--- config.mk ---
export PLATFORM = sky130hd
export DESIGN_NAME = uart_rx_frame_ctrl
export DESIGN_NICKNAME = d
export VERILOG_FILES = /design/src/rtl/uart_pkg.sv /design/src/rtl/uart_frame_fifo.sv /design/src/rtl/uart_rx_frame_ctrl.sv
export SDC_FILE = /design/constraint.sdc
export NUM_CORES = 1
export LEC_CHECK = 0
export CAP_MARGIN = 40
export CORE_MARGIN = 2
export CORE_UTILIZATION = 60
export DETAILED_ROUTE_END_ITERATION = 16
export PLACE_DENSITY = 0.79
export SYNTH_ARGS = -nofsm -noshare
export SYNTH_HDL_FRONTEND = slang
export SYNTH_SLANG_ARGS = --single-unit
--- constraint.sdc ---
create_clock -name clk_3125 -period 5.4 [get_ports clk_3125]
set_input_delay 0.81 -clock clk_3125 [delete_from_list [all_inputs] [get_ports clk_3125]]
set_output_delay 0.81 -clock clk_3125 [all_outputs]
set_load 0.01 [all_outputs]
--- src/rtl/uart_pkg.sv ---
// Shared constants and FSM encoding for the UART receive framing path.
package uart_pkg;
   localparam logic [7:0] TERM_DEFAULT    = 8'h0A;
   localparam int         MAX_LEN_DEFAULT = 8;
   localparam int         DEPTH_DEFAULT   = 16;

   typedef enum logic {
      COLLECT = 1'b0,
      DISCARD = 1'b1
   } frame_state_e;
endpackage

--- src/rtl/uart_frame_fifo.sv ---
// Commit/rollback FIFO: bytes become visible to the reader only once committed,
// and an uncommitted tail can be abandoned by pulling wr back to commit.
module uart_frame_fifo
   import uart_pkg::*;
#(
   parameter int DEPTH = DEPTH_DEFAULT
) (
   input  logic       clk_3125,
   input  logic       rst,
   input  logic       push,
   input  logic [8:0] push_data,
   input  logic       commit,
   input  logic       rollback,
   input  logic       pop,
   output logic [8:0] rd_data,
   output logic       spec_full,
   output logic       empty_committed
);
   localparam int AW = $clog2(DEPTH);
   localparam int PW = AW + 1;
   localparam logic [PW-1:0] ONE     = PW'(1);
   localparam logic [PW-1:0] DEPTH_P = PW'(DEPTH);

   logic [8:0]    mem [DEPTH];
   logic [PW-1:0] wr_ptr;
   logic [PW-1:0] cm_ptr;
   logic [PW-1:0] rd_ptr;

   assign spec_full       = (wr_ptr - rd_ptr) == DEPTH_P;
   assign empty_committed = (rd_ptr == cm_ptr);
   assign rd_data         = mem[rd_ptr[AW-1:0]];

   always_ff @(posedge clk_3125) begin
      if (rst) begin
         wr_ptr <= '0;
         cm_ptr <= '0;
         rd_ptr <= '0;
      end else begin
         if (rollback) begin
            wr_ptr <= cm_ptr;
         end else if (push) begin
            wr_ptr <= wr_ptr + ONE;
         end
         // commit includes the byte being pushed in the same cycle
         if (commit) begin
            cm_ptr <= push ? (wr_ptr + ONE) : wr_ptr;
         end
         if (pop && !empty_committed) begin
            rd_ptr <= rd_ptr + ONE;
         end
      end
   end

   always_ff @(posedge clk_3125) begin
      if (push) begin
         mem[wr_ptr[AW-1:0]] <= push_data;
      end
   end
endmodule

--- src/rtl/uart_rx_frame_ctrl.sv ---
// Frames the uart_rx byte stream on TERM; only complete, parity-clean,
// length-legal frames reach the command parser, bad ones are dropped and counted.
//   state   | meaning
//   COLLECT | accumulating bytes of the current frame into the FIFO
//   DISCARD | frame dropped, ignoring bytes until a clean TERM resyncs
module uart_rx_frame_ctrl
   import uart_pkg::*;
#(
   parameter int         DEPTH   = DEPTH_DEFAULT,
   parameter int         MAX_LEN = MAX_LEN_DEFAULT,
   parameter logic [7:0] TERM    = TERM_DEFAULT
) (
   input  logic       clk_3125,
   input  logic       rst,
   input  logic [7:0] rx_msg,
   input  logic       parity_error,
   input  logic       rx_complete,
   output logic [7:0] m_data,
   output logic       m_last,
   output logic       m_valid,
   input  logic       m_ready,
   output logic       frame_drop,
   output logic [7:0] drop_cnt,
   output logic       busy
);
   localparam int LW = $clog2(MAX_LEN + 1);
   localparam logic [LW-1:0] LEN_LAST = LW'(MAX_LEN - 1);
   localparam logic [LW-1:0] LEN_ONE  = LW'(1);

   frame_state_e  state, state_nxt;
   logic [LW-1:0] len, len_nxt;
   logic          rxc_d;
   logic          stb;
   logic          push, commit, rollback, drop;
   logic [8:0]    push_data;
   logic [8:0]    rd_data;
   logic          spec_full;
   logic          empty_committed;

   assign stb     = rx_complete & ~rxc_d;
   assign m_valid = ~empty_committed;
   assign m_data  = rd_data[7:0];
   assign m_last  = rd_data[8];
   assign busy    = (state == DISCARD) | (len != '0);

   uart_frame_fifo #(
      .DEPTH (DEPTH)
   ) u_fifo (
      .clk_3125        (clk_3125),
      .rst             (rst),
      .push            (push),
      .push_data       (push_data),
      .commit          (commit),
      .rollback        (rollback),
      .pop             (m_ready),
      .rd_data         (rd_data),
      .spec_full       (spec_full),
      .empty_committed (empty_committed)
   );

   always_ff @(posedge clk_3125) begin
      if (rst) begin
         state      <= COLLECT;
         len        <= '0;
         rxc_d      <= 1'b0;
         frame_drop <= 1'b0;
         drop_cnt   <= 8'd0;
      end else begin
         state      <= state_nxt;
         len        <= len_nxt;
         rxc_d      <= rx_complete;
         frame_drop <= drop;
         if (drop && drop_cnt != 8'hFF) begin
            drop_cnt <= drop_cnt + 8'd1;
         end
      end
   end

   always_comb begin
      state_nxt = state;
      len_nxt   = len;
      push      = 1'b0;
      push_data = {1'b0, rx_msg};
      commit    = 1'b0;
      rollback  = 1'b0;
      drop      = 1'b0;
      case (state)
         COLLECT: begin
            if (stb) begin
               // parity is checked first so a corrupted TERM still drops
               if (parity_error || spec_full ||
                   (len == LEN_LAST && rx_msg != TERM)) begin
                  rollback  = 1'b1;
                  drop      = 1'b1;
                  len_nxt   = '0;
                  state_nxt = DISCARD;
               end else if (rx_msg == TERM) begin
                  push      = 1'b1;
                  push_data = {1'b1, TERM};
                  commit    = 1'b1;
                  len_nxt   = '0;
               end else begin
                  push    = 1'b1;
                  len_nxt = len + LEN_ONE;
               end
            end
         end
         DISCARD: begin
            if (stb && rx_msg == TERM && !parity_error) begin
               state_nxt = COLLECT;
               len_nxt   = '0;
            end
         end
         default: state_nxt = COLLECT;
      endcase
   end
endmodule

* Yosys cells after proc, flatten, opt, wreduce, memory -nomap -nowiden
Memory sizes are Yosys's and may differ from the RTL's. A register that Yosys moved wholly into a read port is not among the register bits.
Cells that the tools add are included.
** Word-level totals
- Register bits after elaboration :: 30
- RAM bits :: 144
- Output and inout port bits :: 20
- Logic and storage cells :: 65
- Memories :: 1
** Memories
- u_fifo.mem :: words 16, bits a word 9, rd ports 1, clocked after Yosys merged registers in 1, wr ports 1, line uart_frame_fifo.sv:24 : logic [8:0] mem [DEPTH];
** Operators by class
- Add/sub/neg operators :: 5
- Eq/ne operators :: 8
- Multiplexer cells :: 27
- Bitwise gates (word level) :: 5
- Reduce and logical (&&, ||, !) cells :: 11
** Operators with widths (number)
- 9-bit 2-to-1 mux :: 4
- 4-bit 2-to-1 mux :: 6
- 1-bit 2-to-1 mux :: 13
- 5-bit by 1-bit adder with 5-bit output, second input constant :: 2
- 5-bit 2-to-1 mux :: 2
- 8-bit by 1-bit adder with 8-bit output, second input constant :: 1
- 8-bit by 4-bit equality test with 1-bit output, second input constant :: 1
- 8-bit by 4-bit inequality test with 1-bit output, second input constant :: 1
- 8-bit inequality test, second input constant :: 1
- 4-bit one-hot mux with 2 select lines :: 1
- 5-bit equality test :: 1
- 5-bit equality test, second input constant :: 1
- 1-bit logical AND :: 5
- 5-bit subtractor :: 1
- 4-bit by 1-bit adder with 4-bit output, second input constant :: 1
- 4-bit by 3-bit equality test with 1-bit output, second input constant :: 1
- 4-bit nonzero test :: 1
- 1-bit inverter :: 3
- 1-bit zero test :: 2
- 1-bit logical OR :: 2
- 2-bit by 1-bit inequality test with 1-bit output, second input constant :: 1
- 2-bit inequality test, second input constant :: 1
- 1-bit one-hot mux with 2 select lines :: 1
- 2-bit AND reduction :: 1
- other kinds (2) :: 2

* Depth between registers and ports, before layout
Gate-level depths: netlist (run 1).
- Depth in word-level cells :: 9
- Mapped depth :: 10
- Mapped depth without buffers :: 8

* By module
From an unflattened synthesis (run 1), not the netlist that was laid out.
** Unflattened totals
- Cell total of the unflattened synthesis :: 451
- Area total of the unflattened synthesis :: 7618.6 um^2
** Modules (own cells, without submodules)
- uart_frame_fifo :: instances 1, cells each 335, area an instance 6631.4 um^2
- uart_rx_frame_ctrl :: instances 1, cells each 116, area an instance 987.2 um^2

* Least setup slack after synthesis (run 1)
No wires, ideal clock.
- Path type :: in2reg
- From :: input port rx_msg[4]
- To :: memory u_fifo.mem[0][0], enable pin
- Arrival time :: 2.739 ns
- Data required time :: 5.013 ns
- Slack :: 2.275 ns
- Cell stages on the path :: 8
- Path buffers :: 2
- Cell sequence :: nor4_4 nand2_2 a41oi_2 buf_4 and2_1 buf_4 nand3_1 nor3_1
** On the way
- Word-level cells in the longest chain between the ends :: 8
** Ends and longest elaborated chain
- from (decl) :: line uart_rx_frame_ctrl.sv:15 : input logic [7:0] rx_msg,
- 8-bit by 4-bit inequality test with 1-bit output :: line uart_rx_frame_ctrl.sv:92 : (len == LEN_LAST && rx_msg != TERM)) begin
- 1-bit logical AND :: line uart_rx_frame_ctrl.sv:92
- 1-bit logical OR :: line uart_rx_frame_ctrl.sv:91 : if (parity_error || spec_full ||
- 1-bit 2-to-1 mux :: line uart_rx_frame_ctrl.sv:91
- 1-bit 2-to-1 mux :: line uart_rx_frame_ctrl.sv:89 : if (stb) begin
- 1-bit 2-to-1 mux :: line uart_rx_frame_ctrl.sv:87 : case (state)
- 1-bit 2-to-1 mux :: line uart_frame_fifo.sv:55 : if (push) begin
- 1-bit 2-to-1 mux (not written as such) :: line uart_frame_fifo.sv:56 : mem[wr_ptr[AW-1:0]] <= push_data;
- to (decl) :: line uart_frame_fifo.sv:24
Every way passes these cells.

* Worst setup path after layout (run 1)
- From :: input port rx_msg[4]
- To :: memory u_fifo.mem[12][4], enable pin
The elaborated chain is that of the path after synthesis.

==> results.json, run 1 <==
{
  "final_net_count": 505,
  "h-tree-depth": 4,
  "num-fill-cells": 728,
  "status": "complete, no violations",
  "maxClockFrequency_mhz": 243,
  "finalSetupViolCount": 0,
  "synthesis.instances": 438,
  "post_route_cells_drive_above_1_share": 0.215,
  "area_delta_synth_final_pct": 15.6,
  "drt-total-wl_um": 14300,
  "max_cap_violations": 0,
  "utilization": 0.708,
  "power_leakage_uw": 0.00265,
  "initial_utilization": 0.612,
  "largest_net_degree_at_the_start_of_global_routing": 37,
  "antenna_violating_nets_post_route": 0,
  "worst_slew_pin_slew_ns": 0.893,
  "critPathRequiredTime_ns": 5.45,
  "crit_arrival_ns": 4.17,
  "synth-async-reset-ratio": 0,
  "final-max-slew-violation-count": 0,
  "worst-r2r-cell-count": 7,
  "multiInputGateArea_mm2": 0.00215,
  "slowest_delay_ns": 0.75,
  "grt_antenna_before_repair": 0,
  "drt_pass1_iterations": 4,
  "gp_congestion": 0.813,
  "global_route.overflow_total": 0,
  "drc": 0,
  "setup.worst_path.start": "rx_msg[4]",
  "ys.warnings.count": 0,
  "avg_cell_area_syn_um2": 16.7,
  "ir_worst_vdd_uv": 244,
  "synth-edff-count": 144,
  "critical_path_class": "input port to flop",
  "path_clk_slew_ns": 0.07,
  "cts.sink_count": 178,
  "crit_chain": "clkdlybuf4s50_1 -> nor4_4 -> nand2_2 -> a41oi_2 -> and2_1 -> nand3_1 -> nor2_1",
  "syn-num-nets": 463,
  "routed_wire_length_per_instance_um": 22.4,
  "die_w_um": 114,
  "boundaryPins": 33,
  "final.period_utilization": 0.763,
  "power.density_mw_per_mm2": 332,
  "most_common_cell_after_layout_fill_and_taps_aside": "sky130_fd_sc_hd__edfxtp_1",
  "setup_total_negative_slack_ns": 0,
  "root_buffer_cell": "sky130_fd_sc_hd__clkbuf_16",
  "global_route_wire_length_before_repair_um": 22500,
  "routed-via-count": 3948,
  "hold-path-cell-count": 2,
  "hold_buffers": 0,
  "core_area_mm2": 0.0120,
  "core.rowCount": 40,
  "dieHeight_um": 114,
  "layout_min_cycle_time_ns": 4.12,
  "crit_fanout": 17,
  "most_frequent_cells_in_the_layout": "sky130_fd_sc_hd__edfxtp_1 (144), sky130_fd_sc_hd__mux4_2 (45), sky130_fd_sc_hd__nor2_1 (38)",
  "cp_slowest_cell": "sky130_fd_sc_hd__nor2_1",
  "start_point_of_the_worst_min_delay_path": "len[0]",
  "max_slew_margin": 0.402,
  "postSynth.topFlopCell": "sky130_fd_sc_hd__edfxtp_1",
  "grt_pass1_vias": 3956,
  "antenna-diode-count": 0,
  "numCtsBuffers": 17,
  "timing_hold_violations_final": 0,
  "portBuffers": 32,
  "register_area_mm2": 0.00501,
  "drt-initial-drc-count": 247,
  "clockBufferDepth": 2,
  "vias_per_cell": 6.17,
  "final.hold.worst_slack_ns": 0.508,
  "tritoncts": "done",
  "fin_worst_skew_ns": 0.00613,
  "mappedNetlistArea_mm2": 0.00732,
  "unrepaired_setup_endpoints_after_global_routing": "false",
  "sequential_fraction_of_the_synthesis_area": 0.683,
  "synth.distinct_cells": 45,
  "synth-seq-cells": 178,
  "detailedPlacementHpwl_um": 9370,
  "globalRouteTotalUtil": 0.238,
  "cells_resized_by_post_cts_repair": 0,
  "die-area_mm2": 0.0131,
  "cts_post_setup_buffers_inserted": 0,
  "setup.worst_path.end_class": "flop",
  "rr_startpoint": "u_fifo.wr_ptr[2]",
  "clk_latency_worst_skew_pair_ns": 0.42,
  "setup.worst_path.start_class": "input port",
  "hold_path_class": "flop to flop",
  "final_cell_count_no_fill": 640,
  "numPlacedInstances": 608
}
==> critical path, delay by kind of cell <==
kind	cells	cell delay (ns)
and+or+nand+nor	5	2.09
buffers and inverters	1	0.72
AOI/OAI and AO/OA	1	0.55
==> through the flow <==
| step | worst slack [ns] | power [uW] | instance area [um2] |
|---|---|---|---|
| after floorplan | 2.27 | 1570 | 7320 |
| after global placement | 1.02 | 1610 | 7820 |
| after detailed placement | 0.850 | 1610 | 7870 |
| after CTS | 1.30 | 2820 | 8460 |
| after global routing | 0.990 | 2880 | 8460 |
| final | 1.28 | 2810 | 8460 |
==> Yosys cell counts (8+ instances only) <==
master | instances | area [um2]
sky130_fd_sc_hd__nor2_1 | 38 | 143
sky130_fd_sc_hd__clkbuf_1 | 19 | 71.3
sky130_fd_sc_hd__nand3_1 | 17 | 85.1
sky130_fd_sc_hd__mux4_2 | 45 | 1010
sky130_fd_sc_hd__xnor2_1 | 16 | 140
sky130_fd_sc_hd__ha_1 | 12 | 150
sky130_fd_sc_hd__inv_1 | 13 | 48.8
sky130_fd_sc_hd__edfxtp_1 | 144 | 4320
sky130_fd_sc_hd__nand2_1 | 16 | 60.1
sky130_fd_sc_hd__dfxtp_1 | 34 | 681
sky130_fd_sc_hd__nor3_1 | 8 | 40.0
sky130_fd_sc_hd__a21oi_1 | 8 | 40.0
==> power breakdown <==
group | switching, uW | internal [uW]
sequential | 6.12 | 1490
combinational | 52.9 | 37.7
clock | 501 | 723
total | 560 | 2250
==> cell type report <==
cell class | count | area share
clock buffers | 17 | 0.0503
clock inverters | 15 | 0.0195
inverters | 13 | 0.00577
multi-input cells | 219 | 0.254
flip-flops and latches | 178 | 0.592
well taps | 147 | 0.0217
repair buffers | 51 | 0.0571
==> state kept, by name, indices dropped and copies added (netlist names), named ones only <==
name	cells
drop_cnt	8
frame_drop	1
len	4
rxc_d	1
state	1
u_fifo.cm_ptr	5
u_fifo.mem	144
u_fifo.rd_ptr	5
u_fifo.wr_ptr	5
==> logic make-up (layout without fill, tap and decap cells) <==
family | after synthesis | after routing | share of synthesized area
muxes | 46 | 46 | 0.140
DFF | 178 | 178 | 0.683
adders and majority gates | 12 | 12 | 0.0205
and+or+nand+nor | 105 | 105 | 0.0731
AOI/OAI and AO/OA | 36 | 36 | 0.0364
xor gates and xnor gates | 20 | 20 | 0.0239
buffers and inverters | 41 | 96 | 0.0229
==> worst paths after layout <==
| path | endpoint | slack (ns) |
|---|---|---|
| worst min-delay path | len[0] | 0.51 |
| worst max-delay path | u_fifo.mem[12][4] | 1.28 |
| worst min register to register | len[0] | 0.51 |
| worst max register to register | u_fifo.mem[12][4] | 2.09 |
==> routing by layer <==
| layer | part of all wire | track usage | vias up |
|---|---|---|---|
| li1 | - | - | 1793 |
| met1 | 0.40 | 0.308 | 2010 |
| met3 | 0.056 | 0.0646 | 24 |
| met4 | 0.017 | 0.0797 | 0 |
| met5 | 0 | 0 | - |
| met2 | 0.52 | 0.396 | 121 |
Power figures use the tool's default switching activity.
==> inputs of run 2 (changes only) <==
clock period = 4.1 ns   (was 5.4 ns; I/O delays follow)
==> run 2 against run 1 <==
Against the previous run: utilization rose by 1.2 points; die area unchanged; non-clock buffer count increased by 17; clock skew fell by 0.0012 ns; largest cell class unchanged; largest power group unchanged.
==> results.json, run 2 (synthesis results as in run 1) <==
{
  "setup.worst_path.start_class": "flop",
  "die-area_mm2": 0.0131,
  "hold_buffers": 0,
  "clk_latency_worst_skew_pair_ns": 0.43,
  "worstPathBufferInverterCount": 2,
  "core.rowCount": 40,
  "antenna-diode-count": 0,
  "vias_per_cell": 6.22,
  "initial_utilization": 0.612,
  "final-max-slew-violation-count": 0,
  "ir_worst_vdd_uv": 207,
  "maxClockFrequency_mhz": 304,
  "globalRouteTotalUtil": 0.253,
  "share_of_power_burned_in_combinational_logic": 0.035,
  "routed-via-count": 4086,
  "portBuffers": 32,
  "clockBufferDepth": 2,
  "crit_arrival_ns": 2.67,
  "area_delta_synth_final_pct": 17.5,
  "finish.instance_area_mm2": 0.00860,
  "start_point_of_the_worst_min_delay_path": "len[0]",
  "max_cap_violations": 0,
  "cells_resized_by_post_cts_repair": 0,
  "global_route.overflow_total": 0,
  "net-switching-power_uw": 742,
  "final.period_utilization": 0.802,
  "cts_post_setup_buffers_inserted": 0,
  "crit_family": "multiplexers",
  "global_route_wire_length_before_repair_um": 23800,
  "die_w_um": 114,
  "detailedPlacementHpwl_um": 9850,
  "core_area_mm2": 0.0120,
  "timing_hold_violations_final": 0,
  "cpMostUsedCell": "sky130_fd_sc_hd__mux4_2",
  "critical_path_depth": 4,
  "power.sequential.fraction": 0.534,
  "crit_chain": "buf_12 -> mux4_2 -> mux4_2 -> clkdlybuf4s50_1",
  "root_buffer_cell": "sky130_fd_sc_hd__clkbuf_16",
  "hold-path-cell-count": 2,
  "layout_min_cycle_time_ns": 3.29,
  "setup.worst_path.end_class": "primary output",
  "dieHeight_um": 114,
  "drt_pass1_iterations": 4,
  "max_slew_margin": 0.537,
  "highest_layer": "met4",
  "drt-total-wl_um": 15200,
  "post_route_cells_drive_above_1_share": 0.245,
  "largest_net_degree_at_the_start_of_global_routing": 37,
  "path_clk_slew_ns": 0.06,
  "critical_path_class": "flop to primary output",
  "routed_wire_length_per_instance_um": 23.1,
  "slowest_delay_ns": 0.58,
  "cp_slowest_cell": "sky130_fd_sc_hd__mux4_2",
  "status": "complete, no violations",
  "final_net_count": 522,
  "gp_congestion": 0.861,
  "numCtsBuffers": 17,
  "switching_share": 0.201,
  "tritoncts": "done",
  "most_frequent_cells_in_the_layout": "sky130_fd_sc_hd__edfxtp_1 (144), sky130_fd_sc_hd__mux4_2 (45), sky130_fd_sc_hd__nor2_1 (38)",
  "finalSetupViolCount": 0,
  "power.share.clock": 0.431,
  "setup_total_negative_slack_ns": 0,
  "worst_slew_pin_slew_ns": 0.694,
  "most_common_cell_after_layout_fill_and_taps_aside": "sky130_fd_sc_hd__edfxtp_1",
  "met3_wire_length_um": 827,
  "hold_path_class": "flop to flop",
  "fin_worst_skew_ns": 0.00494,
  "critPathRequiredTime_ns": 3.48,
  "p_int_uw": 2940,
  "power_leakage_uw": 0.00274,
  "boundaryPins": 33,
  "power.density_mw_per_mm2": 428,
  "postPlaceCellArea_mm2": 0.00801,
  "antenna_violating_nets_post_route": 0,
  "grt_pass1_vias": 4195,
  "unrepaired_setup_endpoints_after_global_routing": "false",
  "h-tree-depth": 4,
  "cts.sink_count": 178,
  "largest_register_ffs": 144,
  "grt_antenna_before_repair": 0,
  "wl_met1_um": 6070,
  "drt-initial-drc-count": 410,
  "rr_startpoint": "u_fifo.wr_ptr[3]",
  "detailroute.wirelength.met2_um": 7970,
  "drc": 0,
  "crit_fanout": 36,
  "worst-r2r-cell-count": 8
}
==> run 2: cell types whose count changed in the layout (fill, tap and decap cells not counted), sizes merged <==
cell / previous run / this run
bufinv: 3 / 2
buf: 19 / 36
inv: 15 / 14
clkinvlp: 3 / 4
clkinv: 7 / 5
clkbuf: 17 / 20
==> run 2: cell type report <==
type                       instances  area, um2
clock buffer                      20        457
clock inverter                    12        133
fill                             736       3360
inverter                          13       48.8
multi-input combinational        219       2150
sequential                       178       5010
tap                              147        184
timing repair buffer              68        623
==> run 2: through the flow <==
step	power [uW]	hold slack, ns	worst slack [ns]	cells	util
global route	3780	0.534	0.729	657	0.719
CTS	3700	0.509	0.783	657	0.719
detailed placement	2140	0.501	0.802	625	0.670
global placement	2130	0.481	0.895	624	0.668
finish	3690	0.511	0.813	657	0.719
floorplan	2070	0.467	1.17	438	-
==> run 2: tightest hold or removal path, delay by kind of cell (launching register included) <==
family             cells  cell delay (ns)
DFF                    1             0.34
AOI/OAI and AO/OA      1             0.06
and+or+nand+nor        1             0.07
==> run 2: power groups by stage <==
stage,registers (uW),clock network [uW],logic [uW]
2_1_floorplan,2000,0,67.6
3_3_place_gp,2010,0,123
3_5_place_dp,2010,0,129
4_1_cts,1970,1600,130
5_1_grt,1970,1670,139
6_report,1970,1590,129
==> run 2: path summary, 6_finish.rpt <==
| check | to | slack (ns) |
|---|---|---|
| hold / removal | len[0] | 0.51 |
| setup reg to reg | u_fifo.mem[1][1] | 1.20 |
| hold reg to reg | len[0] | 0.51 |
| setup / recovery | m_data[5] | 0.81 |
==> run 2: per-layer routing <==
metal,vias to the layer above,GRT usage
li1,1824,-
met3,21,0.0487
met4,0,0.0911
met5,-,0
met2,140,0.425
met1,2101,0.334
==> inputs of run 3 (changes only) <==
CORE_UTILIZATION = 54   (was 60)
PLACE_DENSITY = 0.75   (was 0.79)
clock period = 2.7 ns   (was 4.1 ns; I/O delays follow)
==> run 3 against run 2 <==
Against the previous run: critical path type unchanged; largest power group unchanged; sequential cell count stayed put; the run now ends with negative setup slack left; final area is 2.6% higher; clock power is 69% higher; non-clock buffer count is 10 higher; critical path depth is 1 higher; hold slack better by 0.0029 ns; sequential share of layout area is 1.4 points lower.
==> results.json, run 3 (synthesis results as in run 1) <==
{
  "status": "complete, but fails checks",
  "failed_checks": "negative setup slack",
  "antenna_violating_nets_post_route": 0,
  "h-tree-depth": 4,
  "final.period_utilization": 1.01,
  "core_area_mm2": 0.0132,
  "drt_pass1_iterations": 5,
  "switching_share": 0.199,
  "tritoncts": "done",
  "numCtsBuffers": 17,
  "vias_per_cell": 5.85,
  "maxClockFrequency_mhz": 368,
  "net-switching-power_uw": 1170,
  "most_common_cell_after_layout_fill_and_taps_aside": "sky130_fd_sc_hd__edfxtp_1",
  "core.rowCount": 42,
  "largest_net_degree_at_the_start_of_global_routing": 37,
  "drc": 0,
  "die_w_um": 120,
  "antenna-diode-count": 0,
  "root_buffer_cell": "sky130_fd_sc_hd__clkbuf_16",
  "drt-initial-drc-count": 331,
  "initial_utilization": 0.553,
  "path_clk_slew_ns": 0.06,
  "gp_congestion": 0.784,
  "power_leakage_uw": 0.00286,
  "finish.instance_area_mm2": 0.00883,
  "setup_total_negative_slack_ns": -0.0163,
  "share_of_power_burned_in_combinational_logic": 0.035,
  "ir_worst_vdd_uv": 460,
  "max_cap_violations": 0,
  "grt_antenna_before_repair": 0,
  "num-fill-cells": 916,
  "detailedPlacementHpwl_um": 10400,
  "critPathRequiredTime_ns": 2.30,
  "portBuffers": 32,
  "fin_worst_skew_ns": 0.00745,
  "global_route.overflow_total": 0,
  "grt_pass1_vias": 4128,
  "critical_path_class": "flop to primary output",
  "routed-via-count": 4070,
  "clk_latency_worst_skew_pair_ns": 0.43,
  "boundaryPins": 33,
  "p_int_uw": 4710,
  "max_slew_margin": 0.654,
  "crit_fanout": 6,
  "global_route_wire_length_before_repair_um": 24500,
  "finalSetupViolCount": 1,
  "post_route_cells_drive_above_1_share": 0.283,
  "power.sequential.fraction": 0.508,
  "hold_path_class": "flop to flop",
  "largest_register_ffs": 144,
  "crit_arrival_ns": 2.31,
  "drt-total-wl_um": 15700,
  "area_delta_synth_final_pct": 20.5,
  "routed_wire_length_per_instance_um": 22.5,
  "unrepaired_setup_endpoints_after_global_routing": "true",
  "final.hold.worst_slack_ns": 0.514,
  "power.share.clock": 0.458,
  "clockBufferDepth": 2,
  "postPlaceCellArea_mm2": 0.00812,
  "cts.sink_count": 178,
  "most_frequent_cells_in_the_layout": "sky130_fd_sc_hd__edfxtp_1 (144), sky130_fd_sc_hd__mux4_2 (45), sky130_fd_sc_hd__nor2_1 (38), sky130_fd_sc_hd__buf_4 (38), sky130_fd_sc_hd__dfxtp_1 (33)",
  "final-max-slew-violation-count": 0,
  "hold_buffers": 0,
  "final_critical_path_setup_slack_ns": -0.0163,
  "die-area_mm2": 0.0145,
  "worst_slew_pin_slew_ns": 0.512,
  "final_net_count": 532,
  "power.density_mw_per_mm2": 666,
  "setup.worst_path.end_class": "primary output",
  "setup.worst_path.start_class": "flop",
  "dieHeight_um": 120,
  "timing_hold_violations_final": 0,
  "globalRouteTotalUtil": 0.236,
  "layout_min_cycle_time_ns": 2.72
}
run 3: final timing paths:
kind,start,end,slack (ns),depth (start not counted)
worst min-delay path,len[0],len[0],0.51,2
worst max register to register,u_fifo.rd_ptr[1],u_fifo.mem[3][1],0.32,9
worst min register to register,len[0],len[0],0.51,2
worst max-delay path,flop,m_last,-0.02,5
run 3: critical path, cell delays in order, from the launching register on:
cell,delay (ns)
sky130_fd_sc_hd__dfxtp_4,0.45
sky130_fd_sc_hd__buf_12,0.15
sky130_fd_sc_hd__buf_4,0.11
sky130_fd_sc_hd__mux4_2,0.51
sky130_fd_sc_hd__mux4_2,0.52
sky130_fd_sc_hd__buf_6,0.15
run 3: power groups by stage:
stage	Clock (uW)	Sequential [uW]	Combinational [uW]
2_1_floorplan	0	3040	103
3_3_place_gp	0	3040	198
3_5_place_dp	0	3050	203
4_1_cts	2730	2980	203
5_1_grt	2840	2990	221
6_report	2690	2990	204
run 3: final cells by class:
| cell class | instances | area, um2 | share of cell area |
|---|---|---|---|
| clock buffer | 17 | 425 | 0.0482 |
| clock inverter | 15 | 231 | 0.0262 |
| inverter | 13 | 48.8 | 0.00553 |
| multi-input combinational | 219 | 2170 | 0.245 |
| sequential | 178 | 5010 | 0.567 |
| tap | 176 | 220 | 0.0250 |
| timing repair buffer | 78 | 726 | 0.0822 |
run 3: through the flow:
step           worst slack, ns  instances   util  total power, uW
3_5_place_dp           -0.0696        659  0.613             3250
6_report               -0.0163        696  0.666             5880
3_3_place_gp           -0.0469        659  0.613             3240
4_1_cts                -0.0364        698  0.670             5920
5_1_grt                -0.0662        696  0.666             6040
2_1_floorplan           0.0435        438      -             3150
run 3: routing by layer:
metal	up-vias	wire, um	GRT usage
met1	2062	6360	0.317
met4	0	296	0.0792
li1	1846	-	-
met3	23	870	0.0509
met2	139	8130	0.386
met5	-	0	0
run 3: timing repair:
item | in CTS | in global routing
setup buffers | 4 | 1
gates resized for setup | 43 | 5
gates cloned | 3 | 0
endpoints found under the setup margin | 9 | 7
